[src/rtl/udp_packet_transmitter_pkg.sv]
// Shared constants and types for the UDP packet transmitter.
//   - Ethernet / IPv4 / UDP header field constants
//   - LocalLink flag encodings (wr_flags_o: [0] SOF, [1] EOF, [3:2] last-word byte count)
//   - Header length and checksum term count
//   - Transmit FSM state encoding
//   - One's-complement fold helper for the IPv4 header checksum
package udp_packet_transmitter_pkg;

    localparam logic [15:0] ETHERTYPE_IPV4 = 16'h0800;
    localparam logic [7:0]  IP_VER_IHL     = 8'h45;
    localparam logic [7:0]  IP_PROTO_UDP   = 8'h11;
    localparam logic [15:0] IP_FLAGS_DF    = 16'h4000;

    localparam logic [3:0]  LL_NONE = 4'b0000;
    localparam logic [3:0]  LL_SOF  = 4'b0001;
    localparam logic [3:0]  LL_EOF  = 4'b0010;

    localparam int          HDR_WORDS  = 11;
    localparam int          CSUM_TERMS = 10;

    typedef enum logic [1:0] {
        ST_IDLE    = 2'd0,
        ST_CSUM    = 2'd1,
        ST_HDR     = 2'd2,
        ST_PAYLOAD = 2'd3
    } tx_state_t;

    // Ten 16-bit terms sum to at most 0x9FFF6, so two end-around-carry
    // folds always land in 16 bits. Returns the complemented checksum.
    function automatic logic [15:0] fold_csum(input logic [19:0] s);
        logic [16:0] f1;
        logic [16:0] f2;
        f1 = {1'b0, s[15:0]} + {13'b0, s[19:16]};
        f2 = {1'b0, f1[15:0]} + {16'b0, f1[16]};
        return ~f2[15:0];
    endfunction

endpackage

[src/rtl/udp_packet_transmitter_ip_header_checksum.sv]
// ip_header_checksum: sequential IPv4 header checksum.
// A start pulse clears the accumulator; the next 10 cycles add one header
// halfword each into a 20-bit accumulator, and one further cycle folds and
// complements the sum. done rises with csum valid and holds until the next
// start.
// Ports:
//   clk, reset      clock, synchronous active-high reset
//   start           begin a new sum (single-cycle pulse)
//   ip_len, ident   IPv4 total length and identification fields
//   ttl             IPv4 time-to-live
//   src_ip, dst_ip  IPv4 addresses (must be stable while summing)
//   csum            complemented one's-complement checksum
//   done            csum valid
module ip_header_checksum
    import udp_packet_transmitter_pkg::*;
(
    input  logic        clk,
    input  logic        reset,
    input  logic        start,
    input  logic [15:0] ip_len,
    input  logic [15:0] ident,
    input  logic [7:0]  ttl,
    input  logic [31:0] src_ip,
    input  logic [31:0] dst_ip,
    output logic [15:0] csum,
    output logic        done
);

    localparam logic [3:0] LAST_TERM = 4'(CSUM_TERMS);

    logic [19:0] acc;
    logic [3:0]  term_idx;
    logic        running;
    logic [15:0] term;

    // Halfword order follows the IPv4 header; the checksum field itself is zero.
    always_comb begin
        term = 16'h0000;
        case (term_idx)
            4'd0:    term = {IP_VER_IHL, 8'h00};
            4'd1:    term = ip_len;
            4'd2:    term = ident;
            4'd3:    term = IP_FLAGS_DF;
            4'd4:    term = {ttl, IP_PROTO_UDP};
            4'd5:    term = 16'h0000;
            4'd6:    term = src_ip[31:16];
            4'd7:    term = src_ip[15:0];
            4'd8:    term = dst_ip[31:16];
            4'd9:    term = dst_ip[15:0];
            default: term = 16'h0000;
        endcase
    end

    always_ff @(posedge clk) begin
        if (reset) begin
            acc      <= '0;
            term_idx <= '0;
            running  <= 1'b0;
            done     <= 1'b0;
            csum     <= '0;
        end else if (start) begin
            acc      <= '0;
            term_idx <= '0;
            running  <= 1'b1;
            done     <= 1'b0;
        end else if (running) begin
            if (term_idx == LAST_TERM) begin
                csum    <= fold_csum(acc);
                done    <= 1'b1;
                running <= 1'b0;
            end else begin
                acc      <= acc + {4'b0, term};
                term_idx <= term_idx + 4'd1;
            end
        end
    end

endmodule

[src/rtl/udp_packet_transmitter.sv]
// udp_packet_transmitter: builds one Ethernet/IPv4/UDP frame per start from a
// first-word-fall-through payload FIFO and drives it into a LocalLink TX port.
// Frame: 11 header words (the last carries the UDP checksum 0000 and the
// 16-bit packet counter), then PAYLOAD_WORDS payload words, EOF on the last.
//
// Handshake: a word moves when wr_src_rdy_o & wr_dst_rdy_i are both high at
// a rising clk edge; while wr_dst_rdy_i is low, wr_data_o/wr_flags_o and the
// FSM hold and the FIFO is not popped.
//
// Optional feature: define TX_FRAME_COUNT_EN to add output frames_sent[31:0],
// a wrapping count of EOF transfers.
//
// Ports:
//   clk, reset               clock, synchronous active-high reset
//   enable                   allow a new packet (sampled in IDLE only)
//   data_in, data_avail      FIFO head word, FIFO holds a full packet
//   data_rd_o                FIFO pop
//   wr_data_o, wr_flags_o    LocalLink data and flags ([0] SOF, [1] EOF)
//   wr_src_rdy_o             LocalLink source ready
//   wr_dst_rdy_i             LocalLink destination ready
//   my_mac, dst_mac          source / destination MAC
//   my_ip, dst_ip            source / destination IPv4 address
//   src_port, dst_port       UDP ports
//   busy                     high outside IDLE
//   frames_sent              (TX_FRAME_COUNT_EN) EOF transfer count
//   state_dbg                current FSM state
module udp_packet_transmitter
    import udp_packet_transmitter_pkg::*;
#(
    parameter int         PAYLOAD_WORDS = 64,
    parameter logic [7:0] TTL           = 8'h40
) (
    input  logic        clk,
    input  logic        reset,
    input  logic        enable,
    input  logic [31:0] data_in,
    input  logic        data_avail,
    output logic        data_rd_o,
    output logic [31:0] wr_data_o,
    output logic [3:0]  wr_flags_o,
    output logic        wr_src_rdy_o,
    input  logic        wr_dst_rdy_i,
    input  logic [47:0] my_mac,
    input  logic [47:0] dst_mac,
    input  logic [31:0] my_ip,
    input  logic [31:0] dst_ip,
    input  logic [15:0] src_port,
    input  logic [15:0] dst_port,
    output logic        busy,
`ifdef TX_FRAME_COUNT_EN
    output logic [31:0] frames_sent,
`endif
    output logic [1:0]  state_dbg
);

    localparam logic [15:0] IP_LEN   = 16'(30 + 4 * PAYLOAD_WORDS);
    localparam logic [15:0] UDP_LEN  = 16'(10 + 4 * PAYLOAD_WORDS);
    localparam logic [3:0]  HDR_LAST = 4'(HDR_WORDS - 1);
    localparam logic [8:0]  PAY_LAST = 9'(PAYLOAD_WORDS - 1);

    tx_state_t   state, state_next;
    logic [3:0]  hdr_idx;
    logic [8:0]  pay_idx;
    logic [15:0] pkt_counter;
    logic [31:0] hdr_word;

    logic [47:0] lat_dst_mac, lat_my_mac;
    logic [31:0] lat_dst_ip, lat_my_ip;
    logic [15:0] lat_src_port, lat_dst_port;

    logic [15:0] ip_csum;
    logic        csum_done;

    logic start_pkt;
    logic xfer;
    logic eof_xfer;

    assign start_pkt = (state == ST_IDLE) && enable && data_avail;
    assign xfer      = wr_src_rdy_o && wr_dst_rdy_i;
    assign eof_xfer  = (state == ST_PAYLOAD) && xfer && (pay_idx == PAY_LAST);
    assign state_dbg = state;

    ip_header_checksum u_csum (
        .clk    (clk),
        .reset  (reset),
        .start  (start_pkt),
        .ip_len (IP_LEN),
        .ident  (pkt_counter),
        .ttl    (TTL),
        .src_ip (lat_my_ip),
        .dst_ip (lat_dst_ip),
        .csum   (ip_csum),
        .done   (csum_done)
    );

    // State register
    always_ff @(posedge clk) begin
        if (reset) state <= ST_IDLE;
        else       state <= state_next;
    end

    // Next-state logic
    always_comb begin
        state_next = state;
        case (state)
            ST_IDLE:    if (start_pkt) state_next = ST_CSUM;
            ST_CSUM:    if (csum_done) state_next = ST_HDR;
            ST_HDR:     if (xfer && hdr_idx == HDR_LAST) state_next = ST_PAYLOAD;
            ST_PAYLOAD: if (eof_xfer) state_next = ST_IDLE;
            default:    state_next = ST_IDLE;
        endcase
    end

    // Output logic; payload words flow straight from the FIFO head.
    always_comb begin
        wr_data_o    = 32'h0;
        wr_flags_o   = LL_NONE;
        wr_src_rdy_o = 1'b0;
        data_rd_o    = 1'b0;
        busy         = (state != ST_IDLE);
        case (state)
            ST_HDR: begin
                wr_src_rdy_o = 1'b1;
                wr_data_o    = hdr_word;
                wr_flags_o   = (hdr_idx == 4'd0) ? LL_SOF : LL_NONE;
            end
            ST_PAYLOAD: begin
                wr_src_rdy_o = 1'b1;
                wr_data_o    = data_in;
                data_rd_o    = wr_dst_rdy_i;
                wr_flags_o   = (pay_idx == PAY_LAST) ? LL_EOF : LL_NONE;
            end
            default: ;
        endcase
    end

    always_comb begin
        hdr_word = 32'h0;
        case (hdr_idx)
            4'd0:    hdr_word = lat_dst_mac[47:16];
            4'd1:    hdr_word = {lat_dst_mac[15:0], lat_my_mac[47:32]};
            4'd2:    hdr_word = lat_my_mac[31:0];
            4'd3:    hdr_word = {ETHERTYPE_IPV4, IP_VER_IHL, 8'h00};
            4'd4:    hdr_word = {IP_LEN, pkt_counter};
            4'd5:    hdr_word = {IP_FLAGS_DF, TTL, IP_PROTO_UDP};
            4'd6:    hdr_word = {ip_csum, lat_my_ip[31:16]};
            4'd7:    hdr_word = {lat_my_ip[15:0], lat_dst_ip[31:16]};
            4'd8:    hdr_word = {lat_dst_ip[15:0], lat_src_port};
            4'd9:    hdr_word = {lat_dst_port, UDP_LEN};
            4'd10:   hdr_word = {16'h0000, pkt_counter};
            default: hdr_word = 32'h0;
        endcase
    end

    // Word indices and the per-packet snapshot of the addressing inputs.
    always_ff @(posedge clk) begin
        if (reset) begin
            hdr_idx      <= '0;
            pay_idx      <= '0;
            lat_dst_mac  <= '0;
            lat_my_mac   <= '0;
            lat_dst_ip   <= '0;
            lat_my_ip    <= '0;
            lat_src_port <= '0;
            lat_dst_port <= '0;
        end else begin
            if (start_pkt) begin
                hdr_idx      <= '0;
                pay_idx      <= '0;
                lat_dst_mac  <= dst_mac;
                lat_my_mac   <= my_mac;
                lat_dst_ip   <= dst_ip;
                lat_my_ip    <= my_ip;
                lat_src_port <= src_port;
                lat_dst_port <= dst_port;
            end
            if (state == ST_HDR && xfer)     hdr_idx <= hdr_idx + 4'd1;
            if (state == ST_PAYLOAD && xfer) pay_idx <= pay_idx + 9'd1;
        end
    end

    // Packet counter only changes on reset or a completed frame.
    always_ff @(posedge clk) begin
        if (reset)         pkt_counter <= '0;
        else if (eof_xfer) pkt_counter <= pkt_counter + 16'd1;
    end

`ifdef TX_FRAME_COUNT_EN
    always_ff @(posedge clk) begin
        if (reset)         frames_sent <= '0;
        else if (eof_xfer) frames_sent <= frames_sent + 32'd1;
    end
`endif

endmodule

[config.mk]
export PLATFORM = sky130hd
export DESIGN_NAME = udp_packet_transmitter
export DESIGN_NICKNAME = d
export VERILOG_FILES = /design/src/rtl/udp_packet_transmitter_pkg.sv /design/src/rtl/udp_packet_transmitter_ip_header_checksum.sv /design/src/rtl/udp_packet_transmitter.sv
export SDC_FILE = /design/constraint.sdc
export NUM_CORES = 1
export LEC_CHECK = 0
export ABC_AREA = 0
export CAP_MARGIN = 10
export CORE_UTILIZATION = 35
export DETAILED_ROUTE_END_ITERATION = 12
export DONT_BUFFER_PORTS = 1
export PLACE_DENSITY = 0.49
export SYNTH_ARGS = -nofsm -noshare
export SYNTH_HDL_FRONTEND = slang
export SYNTH_SLANG_ARGS = --single-unit
[constraint.sdc]
create_clock -name clk -period 6.21 [get_ports clk]
set_clock_uncertainty 0.1 [all_clocks]
set_input_delay 1.863 -clock clk [delete_from_list [all_inputs] [get_ports clk]]
set_output_delay 1.863 -clock clk [all_outputs]
set_load 0.005 [all_outputs]
==> qor.json <==
{
  "worst_slew_pin_slew_ns": 1.05,
  "syn_inst": 1705,
  "maxSlewHeadroom_pct": 29.7,
  "finish.net_count": 1890,
  "fin_crit_sh_pct": 85.5,
  "netlist_area_um2": 13200,
  "routed_wire_length_per_instance_um": 23.4,
  "ratio_of_cells_with_drive_above_1_in_the_final_layout_pct": 5.60,
  "timing.fmax_mhz": 188,
  "setup-tns-final_ns": 0,
  "first_global_vias": 11508,
  "power.leakage_nw": 5.11,
  "r2r.worst_path.cells": 12,
  "yosysTopAreaCellShare_pct": 40.3,
  "dp.final_hpwl_mm": 37.0,
  "cts_max_level": 1,
  "clk-insertion-delay-late_ns": 0.59,
  "status": "finished, final reports clean",
  "design.core.area_um2": 36900,
  "cts_inserted_buffers": 31,
  "cpMaxStageDelayCell": "dfxtp_1",
  "cts_setup_buffers": 0,
  "crit_path_max_cell_delay_ns": 0.60,
  "yosysTopAreaCell": "dfxtp_1",
  "cp_data_required_time_ns": 4.25,
  "tritoncts_num_sinks": 265,
  "route.vias.total": 12491,
  "worstPathCellList": "nor2_1 -> and2_1 -> buf_4 -> a222oi_1 -> nand3_1 -> a22o_1",
  "num_antenna_cells": 0,
  "grt_pass1_wl_mm": 73.0,
  "gr-total-overflow": 0,
  "cts_repair_resize_count": 0,
  "worst_endpoint_data_arrival_time_ns": 3.35,
  "syn2layout_area_growth_pct": 9.70,
  "worstSetupEndpoint": "wr_data_o[16]",
  "yosysSeqAreaShare_pct": 40.3,
  "initialDrtViolationCount": 1241,
  "detail_route.wirelength_mm": 50.4,
  "worstHoldPathType": "flip-flop to flip-flop",
  "synth_enable_flop_cells": 0,
  "placement.io_buffers": 0,
  "powerDensity_nw_per_um2": 320,
  "grt_start_max_net_pins": 243,
  "layout.cell_area.non_filler_um2": 14500,
  "critical_path.endpoint_type": "primary output",
  "groute.usage.overall_pct": 25.2,
  "slew_viol_final": 0,
  "synth.ff_latch_count": 265,
  "io-pin-count": 270,
  "placementRows": 70,
  "final-setup-viol-count": 0,
  "critical_path.reg2reg.startpoint": "u_csum.term_idx[3]$_SDFFE_PP0P_",
  "critical_path.max_fanout": 17,
  "synth_async_sr_flop_share_pct": 0,
  "initial_antenna_violation_count": 0,
  "antenna_left": 0,
  "route.detailed.drc": 0,
  "reg2reg_to": "u_csum.acc[17]$_SDFFE_PP0P_",
  "chipHeight_um": 196,
  "cts_buffer_depth": 3,
  "final_min_period_ns": 5.31,
  "full_die_area_um2": 38400,
  "number_of_detailed_route_iterations_in_the_first_pass": 9,
  "clock_tree_from_tritoncts": "yes",
  "die_width_um": 196,
  "number_of_warnings_printed_during_yosys_synthesis": 0,
  "cts_hold_repair.buffers": 0,
  "postPlaceCellArea_um2": 13400,
  "synth-main-ff-cell": "dfxtp_1",
  "setup_repair_after_global_routing_missed_its_margin": "no",
  "vias_per_cell": 5.82,
  "syn_area_per_cell_um2": 7.73,
  "critical_path_start": "hdr_idx[2]$_SDFFE_PP0P_",
  "synth_area_leaders": "dfxtp_1 40%, nand2_1 13%, a21oi_1 9.6%, a22oi_1 3.8%, ha_1 3.5%",
  "worst-path-stages": 6,
  "gp_routability_congestion": 0.937,
  "critical_path.n_buffers_inverters": 1,
  "clk_transition_reported_paths_ns": 0.06,
  "cp_top_family": "simple AND/OR/NAND/NOR gates",
  "critPathLaunchType": "flip-flop",
  "worst-setup-path-type": "flip-flop to primary output",
  "timing.reg2reg.setup_slack_ns": 1.82,
  "cts_root_buf": "clkbuf_16",
  "drv.max_cap_violation_count": 0,
  "yosys.cell_types.count": 71,
  "vdd.ir_drop.worst_mv": 0.218,
  "initial_utilization_pct": 35.7,
  "hold_violations": 0
}
[how the worst min path moves through the flow]
stage | depth (start not counted) | endpoint | slack (ns) | from
after floorplan | 2 | u_csum.csum[4]$_SDFFE_PP0P_ | 0.33 | u_csum.csum[4]$_SDFFE_PP0P_
after global placement | 2 | lat_dst_port[12]$_SDFFE_PP0P_ | 0.34 | lat_dst_port[12]$_SDFFE_PP0P_
after detailed placement | 2 | lat_dst_mac[47]$_SDFFE_PP0P_ | 0.35 | lat_dst_mac[47]$_SDFFE_PP0P_
after CTS | 2 | lat_dst_mac[47]$_SDFFE_PP0P_ | 0.36 | lat_dst_mac[47]$_SDFFE_PP0P_
after global routing | 2 | lat_my_mac[4]$_SDFFE_PP0P_ | 0.37 | lat_my_mac[4]$_SDFFE_PP0P_
final | 2 | lat_dst_mac[47]$_SDFFE_PP0P_ | 0.36 | lat_dst_mac[47]$_SDFFE_PP0P_
[logic make-up (layout without fill, tap and decap cells)]
| family | after synthesis | count (layout) | synth area share [%] |
|---|---|---|---|
| xor+xnor | 37 | 37 | 2.46 |
| other cells | 1 | 2 | 0.0285 |
| compound gates | 512 | 512 | 25.3 |
| flops | 265 | 265 | 40.3 |
| fa+ha+maj | 39 | 39 | 3.82 |
| simple gates | 688 | 688 | 22.7 |
| buf+inv | 156 | 94 | 4.96 |
| mux | 7 | 7 | 0.551 |
[layout by cell type, fill, tap and decap left out, types with 7 or more instances in the layout]
cell type / netlist / final
a211oi_1: 16 / 16
and2_1: 9 / 9
nor3_1: 8 / 8
a221o_1: 7 / 7
xnor2_1: 17 / 17
buf_4: 4 / 17
ha_1: 37 / 37
nand4_1: 14 / 14
a22oi_1: 67 / 67
and3_1: 15 / 14
or3_1: 17 / 17
a22o_1: 32 / 32
nand2_1: 464 / 464
clkbuf_8: 1 / 11
inv_1: 19 / 19
dfxtp_1: 265 / 265
clkbuf_16: 0 / 31
a222oi_1: 44 / 44
nor2b_1: 9 / 9
a21oi_1: 252 / 252
a31oi_1: 12 / 12
nand3_1: 59 / 58
o21ai_0: 30 / 30
xor2_1: 20 / 20
nor2_1: 65 / 64
[synthesized netlist by cell type, types with 3 or more instances]
cell type,count
or4_1,4
inv_1,19
buf_1,4
ha_1,37
xor2_1,20
o21ai_1,4
o21a_1,5
a221oi_1,4
nand3_1,59
dfxtp_1,265
a22oi_1,67
nor2b_1,9
nand4_1,14
a22o_1,32
xnor2_1,17
clkbuf_1,119
a21oi_1,252
o21ai_0,30
and2_1,9
a211o_1,4
buf_6,3
and4_1,3
nand2_1,464
mux2i_1,5
a211oi_1,16
a21o_1,5
and3_1,15
nor3_1,8
or3_1,17
a221o_1,7
o211ai_1,6
nor3b_1,4
a31oi_1,12
buf_2,3
nor2_1,65
a222oi_1,44
buf_4,4
o31ai_1,6
[layer usage]
metal | part of all wire (%) | up-vias | global-route usage [%]
li1 | - | 5907 | -
met1 | 44 | 5987 | 34.7
met2 | 45 | 525 | 39.9
met3 | 8.0 | 72 | 4.76
met4 | 3.0 | 0 | 7.49
met5 | 0 | - | 0
[sequential cells by signal, summed over array words and instances, names as in the netlist, 4 cells and up]
name	flops
lat_dst_mac	48
lat_my_mac	48
lat_dst_ip	32
lat_my_ip	32
u_csum.acc	20
lat_dst_port	16
lat_src_port	16
pkt_counter	16
u_csum.csum	16
pay_idx	9
hdr_idx	4
u_csum.term_idx	4
[worst register-to-register path, stage by stage (launching register included)]
cell and delay (ns):
dfxtp_1 0.67, nor2b_1 0.34, and2_1 0.54, a22oi_1 0.23, o211ai_1 0.23, ha_1 0.31, a21oi_1 0.16, and4b_1 0.24
o32ai_1 0.68, o2111ai_1 0.27, a31oi_1 0.29, or3_1 0.14, a21oi_1 0.05
[layout make-up]
cell class | count | area, um2
Tap cell | 504 | 631
Multi-Input combinational cell | 1285 | 7250
Sequential cell | 265 | 5310
Fill cell | 3885 | 22400
Clock buffer | 45 | 938
Timing Repair Buffer | 19 | 175
Clock inverter | 10 | 85.1
Inverter | 20 | 75.1
[through the flow]
| step | setup WS [ns] | hold WS, ns | total power [mW] | util [%] | instances |
|---|---|---|---|---|---|
| floorplan | 2.17 | 0.328 | 2.54 | - | 1706 |
| global placement | 1.60 | 0.342 | 2.81 | 36.4 | 2092 |
| detailed placement | 1.51 | 0.348 | 2.82 | 36.4 | 2092 |
| CTS | 0.914 | 0.356 | 4.66 | 39.1 | 2147 |
| global route | 0.782 | 0.372 | 4.82 | 39.2 | 2148 |
| finish | 0.900 | 0.355 | 4.62 | 39.2 | 2148 |
[power breakdown]
group / total, mW / switching, mW / internal [mW]
logic: 0.728 / 0.495 / 0.233
registers: 2.06 / 0.197 / 1.86
clock network: 1.83 / 0.754 / 1.08
total: 4.62 / 1.45 / 3.17
Note: power is estimated with default switching activity, not from simulation.
